$ cat src/rtl/debounce_pkg.sv
// Shared types and elaboration helpers for the switch-bank debouncer.
//   hold_state_t : long-press tracker states, also exported on the debug bus
//   clog2_min1   : counter width for a maximum count value, never below 1 bit
//   max2         : larger of two ints, used to size the shared hold counter
package debounce_pkg;

  typedef enum logic [1:0] {
    HOLD_IDLE   = 2'd0,
    HOLD_WAIT   = 2'd1,
    HOLD_REPEAT = 2'd2
  } hold_state_t;

  // Argument is "largest value + 1", so clog2_min1(n+1) bits hold 0..n.
  function automatic int clog2_min1(input int value);
    if (value <= 2) return 1;
    return $clog2(value);
  endfunction

  function automatic int max2(input int a, input int b);
    return (a > b) ? a : b;
  endfunction

endpackage

$ cat src/rtl/debounce_channel.sv
// One debounced switch channel: 2-FF synchroniser, stability counter,
// registered rise/fall pulses and a long-press / auto-repeat tracker.
// Ports:
//   clk    in  1  system clock
//   rst_l  in  1  synchronous active-low reset, clears every register
//   raw    in  1  switch input, already polarity-corrected (1 = pressed)
//   level  out 1  debounced level
//   rise   out 1  one-cycle pulse in the cycle level first reads 1
//   fall   out 1  one-cycle pulse in the cycle level first reads 0
//   hold   out 1  one-cycle pulse on long press and on each repeat
//   state  out 2  hold tracker state (debug visibility)
module debounce_channel
  import debounce_pkg::*;
#(
  parameter int DEBOUNCE_LIMIT = 250000,
  parameter int HOLD_LIMIT     = 12500000,
  parameter int REPEAT_LIMIT   = 2500000
) (
  input  logic        clk,
  input  logic        rst_l,
  input  logic        raw,
  output logic        level,
  output logic        rise,
  output logic        fall,
  output logic        hold,
  output hold_state_t state
);

  localparam int CW = clog2_min1(DEBOUNCE_LIMIT + 1);
  localparam int HW = clog2_min1(max2(HOLD_LIMIT, REPEAT_LIMIT) + 1);
  localparam logic [CW-1:0] CNT_LAST  = CW'(DEBOUNCE_LIMIT - 1);
  localparam logic [HW-1:0] HOLD_END  = HW'(HOLD_LIMIT);
  localparam logic [HW-1:0] REP_END   = HW'(REPEAT_LIMIT);
  localparam logic [HW-1:0] HCNT_ONE  = HW'(1);
  localparam bit            REPEAT_EN = (REPEAT_LIMIT != 0);

  logic [1:0]    sync_q;
  logic          s;
  logic [CW-1:0] cnt_q, cnt_d;
  logic          level_d, rise_d, fall_d;
  hold_state_t   state_d;
  logic [HW-1:0] hcnt_q, hcnt_d;
  logic          fired_q, fired_d;
  logic          hold_d;

  assign s = sync_q[1];

  // Debounce: accept s after DEBOUNCE_LIMIT consecutive samples that differ
  // from the current level; any agreeing sample restarts the count.
  always_comb begin
    cnt_d   = cnt_q;
    level_d = level;
    rise_d  = 1'b0;
    fall_d  = 1'b0;
    if (s == level) begin
      cnt_d = '0;
    end else if (cnt_q == CNT_LAST) begin
      level_d = s;
      cnt_d   = '0;
      rise_d  = s;
      fall_d  = ~s;
    end else begin
      cnt_d = cnt_q + CW'(1);
    end
  end

  // Hold tracker follows the level being registered this edge, so it enters
  // HOLD_WAIT on the same edge that raises rise; the first hold pulse then
  // lands exactly HOLD_LIMIT cycles after the rise cycle. A release wins over
  // an expiry in the same cycle. Without repeat, fired_q stops the saturated
  // counter from pulsing again.
  always_comb begin
    state_d = state;
    hcnt_d  = hcnt_q;
    fired_d = fired_q;
    hold_d  = 1'b0;
    if (!level_d) begin
      state_d = HOLD_IDLE;
      hcnt_d  = '0;
      fired_d = 1'b0;
    end else begin
      case (state)
        HOLD_IDLE: begin
          state_d = HOLD_WAIT;
          hcnt_d  = HCNT_ONE;
        end
        HOLD_WAIT: begin
          if (hcnt_q == HOLD_END) begin
            if (REPEAT_EN) begin
              hold_d  = 1'b1;
              state_d = HOLD_REPEAT;
              hcnt_d  = HCNT_ONE;
            end else begin
              hold_d  = ~fired_q;
              fired_d = 1'b1;
            end
          end else begin
            hcnt_d = hcnt_q + HW'(1);
          end
        end
        HOLD_REPEAT: begin
          if (hcnt_q == REP_END) begin
            hold_d = 1'b1;
            hcnt_d = HCNT_ONE;
          end else begin
            hcnt_d = hcnt_q + HW'(1);
          end
        end
        default: begin
          state_d = HOLD_IDLE;
          hcnt_d  = '0;
        end
      endcase
    end
  end

  always_ff @(posedge clk) begin
    if (!rst_l) begin
      sync_q  <= '0;
      cnt_q   <= '0;
      level   <= 1'b0;
      rise    <= 1'b0;
      fall    <= 1'b0;
      state   <= HOLD_IDLE;
      hcnt_q  <= '0;
      fired_q <= 1'b0;
      hold    <= 1'b0;
    end else begin
      sync_q  <= {sync_q[0], raw};
      cnt_q   <= cnt_d;
      level   <= level_d;
      rise    <= rise_d;
      fall    <= fall_d;
      state   <= state_d;
      hcnt_q  <= hcnt_d;
      fired_q <= fired_d;
      hold    <= hold_d;
    end
  end

endmodule

$ cat src/rtl/debounce_switch_bank.sv
// N-channel switch debouncer with edge pulses and long-press/auto-repeat.
// Ports:
//   i_Clk          in  1         system clock
//   i_Rst_L        in  1         synchronous active-low reset
//   i_Switch       in  NUM_CH    raw asynchronous switch pins
//   o_Switch       out NUM_CH    debounced level (1 = pressed)
//   o_Rise         out NUM_CH    one-cycle pulse on debounced press
//   o_Fall         out NUM_CH    one-cycle pulse on debounced release
//   o_Hold         out NUM_CH    one-cycle pulse on long press / repeat
//   hold_state_dbg out 2*NUM_CH  per-channel hold tracker state, ch i at [2i+1:2i]
module debounce_switch_bank
  import debounce_pkg::*;
#(
  parameter int NUM_CH         = 4,
  parameter int DEBOUNCE_LIMIT = 250000,
  parameter int HOLD_LIMIT     = 12500000,
  parameter int REPEAT_LIMIT   = 2500000,
  parameter bit ACTIVE_LOW     = 1'b0
) (
  input  logic                  i_Clk,
  input  logic                  i_Rst_L,
  input  logic [NUM_CH-1:0]     i_Switch,
  output logic [NUM_CH-1:0]     o_Switch,
  output logic [NUM_CH-1:0]     o_Rise,
  output logic [NUM_CH-1:0]     o_Fall,
  output logic [NUM_CH-1:0]     o_Hold,
  output logic [2*NUM_CH-1:0]   hold_state_dbg
);

  // Normalise polarity so every channel sees 1 = pressed.
  logic [NUM_CH-1:0] pressed;
  assign pressed = i_Switch ^ {NUM_CH{ACTIVE_LOW}};

  for (genvar i = 0; i < NUM_CH; i++) begin : g_ch
    hold_state_t st;

    debounce_channel #(
      .DEBOUNCE_LIMIT (DEBOUNCE_LIMIT),
      .HOLD_LIMIT     (HOLD_LIMIT),
      .REPEAT_LIMIT   (REPEAT_LIMIT)
    ) u_ch (
      .clk   (i_Clk),
      .rst_l (i_Rst_L),
      .raw   (pressed[i]),
      .level (o_Switch[i]),
      .rise  (o_Rise[i]),
      .fall  (o_Fall[i]),
      .hold  (o_Hold[i]),
      .state (st)
    );

    assign hold_state_dbg[2*i +: 2] = st;
  end

endmodule

$ cat config.mk
export PLATFORM = sky130hd
export DESIGN_NAME = debounce_switch_bank
export DESIGN_NICKNAME = d
export VERILOG_FILES = /design/src/rtl/debounce_pkg.sv /design/src/rtl/debounce_channel.sv /design/src/rtl/debounce_switch_bank.sv
export SDC_FILE = /design/constraint.sdc
export NUM_CORES = 1
export LEC_CHECK = 0
export CORE_MARGIN = 2
export CORE_UTILIZATION = 48
export DETAILED_ROUTE_END_ITERATION = 7
export HOLD_SLACK_MARGIN = 0.03
export PLACE_DENSITY = 0.63
export REMOVE_ABC_BUFFERS = 1
export SKIP_LAST_GASP = 1
export SLEW_MARGIN = 5
export SYNTH_ARGS = -nofsm -noshare
export SYNTH_HDL_FRONTEND = slang
export SYNTH_SLANG_ARGS = --single-unit
$ cat constraint.sdc
create_clock -name i_Clk -period 2.14 [get_ports i_Clk]
set_input_delay 0.428 -clock i_Clk [delete_from_list [all_inputs] [get_ports i_Clk]]
set_output_delay 0.428 -clock i_Clk [all_outputs]
set_load 0.01 [all_outputs]
-- After elaboration in Yosys (flattened, before gate mapping)
Cells that the tools add are included.
- bits in registers: 200
- input port bits: 6
- output and inout bits: 24
- logic and storage cells: 141
- add/subtract/negate cells: 8
- eq/ne operators: 28
- muxes and demuxes: 40
- bitwise gates (word level): 13
- reductions and logical operators: 20
- operator list (cell ; number):
    one-hot mux 24 bit (3 select lines) ; 4
    2-to-1 mux 24 bit ; 8
    adder 24 x 1 -> 24 bit (second input constant) ; 4
    equality test 24 x 22 -> 1 bit (second input constant) ; 4
    equality test 24 bit (second input constant) ; 4
    adder 18 x 1 -> 18 bit (second input constant) ; 4
    equality test 18 bit (second input constant) ; 4
    one-hot mux 2 bit (3 select lines) ; 4
    OR reduction 3 bit ; 8
    2-to-1 mux 1 bit ; 16
    AND reduction 2 bit ; 8
    inverter 1 bit ; 13
    equality test 2 x 1 -> 1 bit (second input constant) ; 4
    equality test 2 bit (second input constant) ; 4
    logical NOT 2 bit ; 4
    2-to-1 mux 2 bit ; 4
    != test 2 x 1 -> 1 bit (second input constant) ; 4
    one-hot mux 1 bit (2 select lines) ; 4
    equality test 1 bit ; 4

-- Depth between registers and ports, before layout
Gate-level depths: netlist (run 1).
- word-level depth: 4
- depth in mapped cells: 8
- depth with buffers taken out: 7

-- Cells and area by module
A second synthesis (run 1) with hierarchy kept.
- cells, all modules: 1037
- area, all modules: 9152.5 um^2
- by module, submodules not included (module ; instances ; cells each ; area each (um^2) ; sequential area each (um^2)):
    debounce_channel (g_ch[0].u_ch ...) ; 3 ; 257 ; 2265.9 ; 1001.0
    debounce_channel (g_ch[3].u_ch) ; 1 ; 266 ; 2354.8 ; 1001.0

-- Worst setup path after synthesis (run 1)
Ideal clock, no wire load.
- path type: flip-flop to flip-flop
- start point: register g_ch[1].u_ch.hcnt_q[15]
- end point: register g_ch[1].u_ch.hcnt_q[6]
- setup time: 115 ps
- arrival: 2010 ps
- required time: 2025 ps
- slack: 15 ps
- cell stages (with the launch flop): 7
- buffers on the path: 1
- clock period less this slack: 2125 ps
- path through: dfxtp_1 > or4b_1 > or4_1 > o31a_1 > o221ai_4 > buf_6 > nor2_1
- cells in the longest elaborated chain, start to end: 3
- elaborated cells between the ends (all ways): 5
- those cells by class: eq/ne (2); mux (3)
- ends and longest elaborated chain (what ; RTL line ; RTL):
    start: declaration ; debounce_channel.sv:42 ; logic [HW-1:0] hcnt_q, hcnt_d;
    start signal: assignment ; debounce_channel.sv:135 ; hcnt_q <= hcnt_d;
    equality test 24 x 22 -> 1 bit or equality test 24 bit (tied branches) ; debounce_channel.sv:102, debounce_channel.sv:88 ;
    2-to-1 mux 24 bit (on tied branches) ; debounce_channel.sv:102, debounce_channel.sv:88 ;
    one-hot mux 24 bit (3 select lines) (*) ; debounce_channel.sv:82 ; case (state)
Every way passes the cells marked *; elsewhere a longest branch is shown, timed or not.
A chain may end at the register's enable or synchronous reset.

-- Worst setup path after layout (run 1)
- start point: register g_ch[1].u_ch.hcnt_q[11]
- end point: register g_ch[1].u_ch.hcnt_q[4]
The elaborated chain is that of the path after synthesis.

==> Implementation_results.wiki, run 1 <==
{| class="wikitable"
! Metric !! Value
|-
| Cell area after layout || 10800 um^2
|-
| Clock tree from TritonCTS || yes
|-
| Average size of a mapped cell || 8.68 um^2
|-
| Root buffer cell || clkbuf_16
|-
| Kind of end point of the critical path || flip-flop
|-
| Post-synth EDFFs || 0
|-
| Count of clock tree sinks || 200
|-
| Synthesis warning total || 0
|-
| Area share of the largest cell type after synthesis || 0.430
|-
| Horizontal die dimension || 143 um
|-
| Worst Setup SP || g_ch[1].u_ch.hcnt_q[11]
|-
| Synth Area in XOR/XNOR || 0.143
|-
| Max Clock Skew || 0.00732 ns
|-
| Synth cell types || 54
|-
| Final slew viol count || 0
|-
| Number of port buffers || 29
|-
| Worst reg-to-reg path cell count || 7
|-
| Top achievable clock speed || 468 MHz
|-
| FF/Latch Area || 4000 um^2
|-
| Overall overflow remaining after global route || 0
|-
| Count of mapped cells out of synthesis || 1072
|-
| DRC || 0
|-
| Mux cell area share after synthesis || 0.00108
|-
| Syn Std Cell Area || 9300 um^2
|-
| Die boundary height || 143 um
|-
| Maximum number of pins on one net before global-route repair || 24
|-
| Largest area contributor in the netlist || dfxtp_1
|-
| Worst slack at placement || -0.0258 ns
|-
| Maximum fanout along the worst path || 7
|-
| CTS H-tree lvls || 4
|-
| Via count || 7085
|-
| Hold Fails Final Rpt || 0
|-
| Area taken by multi-input logic gates || 4980 um^2
|-
| Global routing usage summed across all routing layers || 0.178
|-
| Power density relative to cell area || 633 nW/um^2
|-
| Number of antenna violations at the first check in global routing || 0
|-
| Clock transition time at the flip-flop clock pins of the worst setup and hold paths || 0.07 ns
|-
| Total cell area at the placement stage || 10100 um^2
|-
| Ratio of cells with drive above 1 in the final layout || 0.0919
|-
| Final nets || 1167
|-
| Drt via density || 5.05
|-
| Compound-gate portion of the synthesized area || 0.0377
|-
| Sequential area share after synthesis || 0.430
|-
| Antenna-violating nets left || 0
|-
| Unrepaired setup endpoints after global routing || true
|-
| Final setup TNS || 0 ns
|-
| Finished Core Util || 0.571
|-
| Dominant combinational cell family by area after synthesis || simple AND/OR/NAND/NOR gates
|-
| Maximum vdd ir drop || 0.537 mV
|-
| Synth Area in Adders || 0.0430
|-
| Dominant register cell in the synthesized netlist || dfxtp_1
|-
| Total of flip-flops plus latches after synthesis || 200
|-
| Die Footprint || 20500 um^2
|-
| Critical register-to-register path startpoint || g_ch[1].u_ch.hcnt_q[11]
|-
| Outcome || complete, no violations
|-
| GP Congestion || 0.763
|-
| Headroom to the max-slew limit || 0.612
|-
| Post-synth ARST share || 0
|-
| Final period demand of the worst path || 2.13 ns
|-
| Final Cycle Share || 0.998
|-
| Setup crit start kind || flip-flop
|-
| FF-to-FF End || g_ch[1].u_ch.hcnt_q[4]
|-
| Via count of the first global-routing pass || 6619
|-
| Core area || 18900 um^2
|-
| Setup Viol. Count Final || 0
|-
| Data arrival time of the worst path || 2.45 ns
|-
| Setup WS post-layout || 0.00520 ns
|-
| Tot Pwr || 0.00683 W
|-
| Deepest clock path buffer count || 2
|-
| Hold WC Path Type || flip-flop to flip-flop
|-
| Pin slew with the least headroom to its limit || 0.580 ns
|-
| Total number of placement rows || 50
|-
| Largest cells by area after synthesis || dfxtp_1 (43%), nor2_1 (8.8%), xnor2_1 (8.6%)
|-
| Post-synthesis share of cell area spent on and, or, nand and nor gates || 0.300
|-
| Number of diodes added for antenna fixing || 0
|-
| Top Ports || 30
|-
| Filler Cells Inserted || 1702
|-
| Count of hold buffers inserted by post-cts repair || 0
|-
| Average routed wire per standard cell || 12.4 um
|-
| Pre-Repair DR Iteration Count || 4
|-
| Static leakage power || 3.44 nW
|-
| Number of buffers created by CTS || 17
|-
| Initial core utilization || 0.492
|-
| Crit path kind || flip-flop to flip-flop
|-
| Detailed router's first-iteration violation count || 366
|-
| First-pass GRT wire length || 30100 um
|-
| Total detailed-routing wirelength || 17300 um
|-
| Hpwl dp || 12300 um
|-
| Slack of the worst reg-to-reg path || 0.005 ns
|-
| Max-cap viol count || 0
|-
| Data required time of the critical path || 2.46 ns
|-
| Latest clock arrival within the worst-skew pair || 0.42 ns
|-
| Layout-stage area growth over the synthesis result || 16.0%
|-
| Capture point of the critical path || g_ch[1].u_ch.hcnt_q[4]
|}
[through the flow]
| stage | hold WS [ns] | cells |
|---|---|---|
| 2_1_floorplan | 0.412 | 1032 |
| 3_3_place_gp | 0.421 | 1367 |
| 3_5_place_dp | 0.422 | 1367 |
| 4_1_cts | 0.439 | 1402 |
| 5_1_grt | 0.450 | 1402 |
| 6_report | 0.439 | 1402 |
[sequential cells by signal, indices dropped and copies added, names as in the netlist]
signal / cells
g_ch.u_ch.state: 8
g_ch.u_ch.rise: 4
g_ch.u_ch.hold: 4
g_ch.u_ch.level: 4
g_ch.u_ch.fall: 4
g_ch.u_ch.cnt_q: 72
g_ch.u_ch.sync_q: 8
g_ch.u_ch.hcnt_q: 96
[placed cells by master (no fill, tap or decap), drive strengths merged, types with 7 or more instances in the layout]
master / count
nor3b: 10
dfxtp: 200
nand4: 32
and4: 9
nor4: 22
nor4bb: 7
buf: 49
o21ai: 7
or3: 12
xnor2: 91
nor2: 219
xor2: 61
and3: 30
and2: 14
nand3: 73
a21oi: 15
clkdlybuf4s50: 29
o21a: 7
nand2: 46
nor3: 40
clkbuf: 18
inv: 51
ha: 32
nor4b: 13
[layer usage]
layer / share of wire / routed length [um] / track usage
met5: 0 / 0 / 0
met4: 0.0079 / 136 / 0.0444
met2: 0.45 / 7750 / 0.284
met1: 0.52 / 9040 / 0.245
met3: 0.022 / 386 / 0.0392
[worst min path at each step]
stage	endpoint	cells past startpoint	slack [ns]	startpoint
after CTS	g_ch[3].u_ch.sync_q[1]	1	0.44	g_ch[3].u_ch.sync_q[0]
after global routing	g_ch[3].u_ch.sync_q[1]	1	0.45	g_ch[3].u_ch.sync_q[0]
after detailed placement	g_ch[3].u_ch.sync_q[1]	1	0.42	g_ch[3].u_ch.sync_q[0]
final	g_ch[3].u_ch.sync_q[1]	1	0.44	g_ch[3].u_ch.sync_q[0]
after floorplan	g_ch[0].u_ch.sync_q[1]	1	0.41	g_ch[0].u_ch.sync_q[0]
after global placement	g_ch[1].u_ch.sync_q[1]	1	0.42	g_ch[1].u_ch.sync_q[0]
[Yosys cell counts (all sizes together), types with 2 or more instances]
cell type	n
or4bb	2
nand4	32
or2	2
or4b	3
and3	30
o21a	7
nand3b	6
or3	12
nor4bb	7
or4	4
nor4b	13
dfxtp	200
a21oi	15
buf	27
nand2b	2
o211ai	2
and4	9
xnor2	91
nor3b	10
nor2	219
o22ai	2
inv	48
xor2	61
o21ai	7
and2	14
a2111oi	2
nand4b	2
nand2	46
nor2b	2
o41a	2
o221ai	2
nor4	22
a211oi	2
clkbuf	13
nand3	73
nor3	40
ha	32
[logic make-up after synthesis]
family,Yosys count
AOI/OAI and AO/OA,47
adders and majority gates,32
DFF,200
muxes,1
xor gates and xnor gates,152
and+or+nand+nor,552
buffers and inverters,88
[area by class of cell]
type / instances / area share
clock buffers: 18 / 0.0407
clock inverters: 14 / 0.0115
inverters: 48 / 0.0167
multi-input cells: 784 / 0.461
flip-flops and latches: 200 / 0.371
well taps: 260 / 0.0301
repair buffers: 78 / 0.0685
[power by group]
part	total, W	leakage (nW)	switching, W	internal, W
combinational	0.0000618	1.56	0.0000345	0.0000274
clock	0.00304	0.269	0.00139	0.00164
sequential	0.00374	1.61	0.00000638	0.00373
total	0.00683	3.44	0.00144	0.00540
[critical path: stages, from the launching register on]
cell,delay [ns]
dfxtp_1,0.31
or4b_1,0.51
or4_4,0.42
o31a_1,0.28
o221ai_4,0.20
buf_6,0.15
buf_6,0.11
nor2_1,0.04
[timing repair]
item | in CTS | in global routing
pin swaps | 4 | 2
gates resized for setup | 5 | 19
gates cloned | 1 | 0
setup endpoints to repair | 24 | 94
setup buffers | 2 | 0
Power figures use the tool's default switching activity.
==> run 2: changes to the inputs <==
--- a/config.mk
+++ b/config.mk
@@ -8,9 +8,9 @@
 export CORE_MARGIN = 2
 export CORE_UTILIZATION = 48
 export DETAILED_ROUTE_END_ITERATION = 7
+export GPL_ROUTABILITY_DRIVEN = 1
 export HOLD_SLACK_MARGIN = 0.03
-export PLACE_DENSITY = 0.63
-export REMOVE_ABC_BUFFERS = 1
+export PLACE_DENSITY = 0.67
 export SKIP_LAST_GASP = 1
 export SLEW_MARGIN = 5
 export SYNTH_ARGS = -nofsm -noshare
==> Implementation_results.wiki, run 2 (synthesized netlist as in run 1, its figures left out) <==
{| class="wikitable"
! Metric !! Value
|-
| Total number of placement rows || 50 (unchanged)
|-
| Mapped Nets || 1110
|-
| Setup Viol. Count Final || 24 (+24)
|-
| Die boundary height || 143 um (unchanged)
|-
| Cell count along the critical path || 6 (-1)
|-
| Worst reg-to-reg path cell count || 6 (-1)
|-
| Ratio of cells with drive above 1 in the final layout || 0.0929 (+0.000957)
|-
| Detailed router's first-iteration violation count || 345 (-5.7%)
|-
| Slack of the worst reg-to-reg path || -0.06 ns (-0.07 ns)
|-
| Average routed wire per standard cell || 12.6 um (+1.8%)
|-
| Final Cycle Share || 1.03 (+0.0307)
|-
| Final slew viol count || 0 (unchanged)
|-
| Global routing usage summed across all routing layers || 0.182 (+0.00432)
|-
| Count of clock tree sinks || 200 (unchanged)
|-
| Power density relative to cell area || 622 nW/um^2 (-1.7%)
|-
| Initial core utilization || 0.492 (unchanged)
|-
| Latest clock arrival within the worst-skew pair || 0.43 ns (about the same)
|-
| Drt via density || 5.09 (+0.82%)
|-
| Highest-delay cell along the critical path || or4b_1
|-
| Pin slew with the least headroom to its limit || 0.550 ns (-0.0297 ns)
|-
| Hold Path Stages || 1 (unchanged)
|-
| Most common cell after layout, fill and taps aside || nor2_1
|-
| Clock transition time at the flip-flop clock pins of the worst setup and hold paths || 0.07 ns (about the same)
|-
| Most frequent cells in the layout || nor2_1 (218), dfxtp_1 (199), xnor2_1 (91), nand3_1 (72), xor2_1 (61)
|-
| Die Footprint || 20500 um^2 (unchanged)
|-
| Maximum fanout along the worst path || 23 (+16)
|-
| Number of port buffers || 29 (unchanged)
|-
| Top Ports || 30 (unchanged)
|-
| Final nets || 1166 (-0.086%)
|-
| Hold Fails Final Rpt || 0 (unchanged)
|-
| Clock tree from TritonCTS || yes
|-
| Maximum number of pins on one net before global-route repair || 24 (unchanged)
|-
| Outcome || finished with violations
|-
| Worst Min Path Start || g_ch[3].u_ch.sync_q[0]
|-
| Setup WS post-layout || -0.0604 ns (-0.0656 ns)
|-
| Layout-stage area growth over the synthesis result || 15.7%
|-
| Root buffer cell || clkbuf_16
|-
| FF-to-FF End || g_ch[1].u_ch.hcnt_q[17]
|-
| Crit path kind || flip-flop to flip-flop
|-
| Unrepaired setup endpoints after global routing || true
|-
| Setup crit start kind || flip-flop
|-
| Antenna-violating nets left || 0 (unchanged)
|-
| First-pass GRT wire length || 30900 um (+2.6%)
|-
| Top achievable clock speed || 454 MHz (-3.0%)
|-
| Filler Cells Inserted || 1709 (+0.41%)
|-
| Largest delay share family, worst path || simple AND/OR/NAND/NOR gates
|-
| Via count of the first global-routing pass || 6797 (+2.7%)
|-
| Critical register-to-register path startpoint || g_ch[1].u_ch.hcnt_q[15]
|-
| DRC || 0 (unchanged)
|-
| Failing checks || setup timing
|-
| Hpwl dp || 12100 um (-1.7%)
|-
| Horizontal die dimension || 143 um (unchanged)
|-
| Total buffers and inverters traversed by the critical path || 1 (-1)
|-
| Maximum vdd ir drop || 0.580 mV (+8.1%)
|-
| Capture point of the critical path || g_ch[1].u_ch.hcnt_q[17]
|-
| Hold WC Path Type || flip-flop to flip-flop
|-
| Static leakage power || 3.40 nW (-1.1%)
|-
| Overall overflow remaining after global route || 0 (unchanged)
|-
| Largest register by flop count || g_ch.u_ch.hcnt_q
|-
| Cells traversed along the worst timing path || or4b_1 -> or4_4 -> o31a_1 -> o221ai_4 -> buf_12 -> nor2_1
|-
| Kind of end point of the critical path || flip-flop
|-
| Max-cap viol count || 0 (unchanged)
|-
| Number of buffers created by CTS || 17 (unchanged)
|-
| Count of placed standard cells including taps || 1365 (-0.15%)
|-
| Deepest clock path buffer count || 2 (unchanged)
|-
| Max Clock Skew || 0.0125 ns (+0.00515 ns)
|-
| Number of antenna violations at the first check in global routing || 0 (unchanged)
|-
| Data arrival time of the worst path || 2.52 ns (+0.07 ns)
|-
| Headroom to the max-slew limit || 0.631 (+0.0184)
|-
| Largest registers || g_ch.u_ch.hcnt_q: 96 flops, g_ch.u_ch.cnt_q: 72 flops
|-
| Worst Setup SP || g_ch[1].u_ch.hcnt_q[15]
|-
| Final period demand of the worst path || 2.20 ns (+0.0656 ns)
|-
| Via count || 7143 (+0.82%)
|-
| FF/Latch Area || 4010 um^2 (about the same)
|-
| Total detailed-routing wirelength || 17600 um (+1.8%)
|-
| GP Congestion || 0.780 (+2.2%)
|-
| Data required time of the critical path || 2.46 ns (about the same)
|-
| Number of flip-flops in the largest register || 96 (unchanged)
|-
| Worst path max stage delay || 0.53 ns (+0.02 ns)
|-
| Area taken by multi-input logic gates || 4990 um^2 (+0.23%)
|-
| Core area || 18900 um^2 (unchanged)
|-
| CTS H-tree lvls || 4 (unchanged)
|-
| Finished Layout Cells || 1402 (unchanged)
|-
| Pre-Repair DR Iteration Count || 5 (+1)
|-
| Count of hold buffers inserted by post-cts repair || 0 (unchanged)
|-
| Worst slack at placement || -0.0444 ns (-0.0186 ns)
|}
==> run 2: cell types whose count changed in the layout (fill, tap and decap cells not counted), moves of 2 or more <==
cell / previous run / this run
nor3_2: 3 / 5
clkbuf_16: 17 / 19
inv_6: 3 / 1
buf_6: 3 / 0
nor4_2: 1 / 4
clkbuf_1: 0 / 3
nor4_1: 21 / 18
==> run 2: how the worst min path moves through the flow <==
stage | endpoint | slack [ns]
floorplan | g_ch[0].u_ch.sync_q[1] | 0.41
global placement | g_ch[3].u_ch.sync_q[1] | 0.41
detailed placement | g_ch[0].u_ch.sync_q[1] | 0.42
CTS | g_ch[3].u_ch.sync_q[1] | 0.44
global route | g_ch[0].u_ch.sync_q[1] | 0.47
finish | g_ch[3].u_ch.sync_q[1] | 0.44
==> run 2: area by class of cell <==
class | instances | area share
inverter | 48 | 0.0167
clock inverter | 11 | 0.00709
multi-input combinational | 784 | 0.464
sequential | 200 | 0.372
tap | 260 | 0.0302
antenna | 1 | 0.000232
clock buffer | 21 | 0.0418
timing repair buffer | 77 | 0.0683
==> run 2: repair_timing <==
action	4_1_cts	5_1_grt
pin swaps	0	5
setup endpoints to repair	25	116
resized for setup	3	21
buffers inserted	0	2
gates cloned	0	2
==> run 2: metal layers <==
layer	up-vias	part of all wire	GRT usage
li1	3745	-	-
met1	3297	0.50	0.249
met2	87	0.46	0.292
met3	14	0.031	0.0399
met4	0	0.0089	0.0501
met5	-	0	0
==> run 2: per-stage QoR <==
stage	setup TNS (ns)	instance area, um^2	power, W	utilization	hold slack, ns
floorplan	0	9300	0.00385	-	0.412
CTS	-1.05	10600	0.00680	0.561	0.443
global route	-2.46	10800	0.00696	0.570	0.469
global placement	-0.0334	10100	0.00388	0.533	0.414
detailed placement	-0.899	10100	0.00388	0.533	0.424
finish	-1.11	10800	0.00670	0.570	0.439
==> run 2: where the power goes <==
part | total, W | internal, W | switching, W
sequential | 0.00373 | 0.00373 | 0.00000600
combinational | 0.0000578 | 0.0000245 | 0.0000333
clock | 0.00291 | 0.00152 | 0.00139
total | 0.00670 | 0.00527 | 0.00143
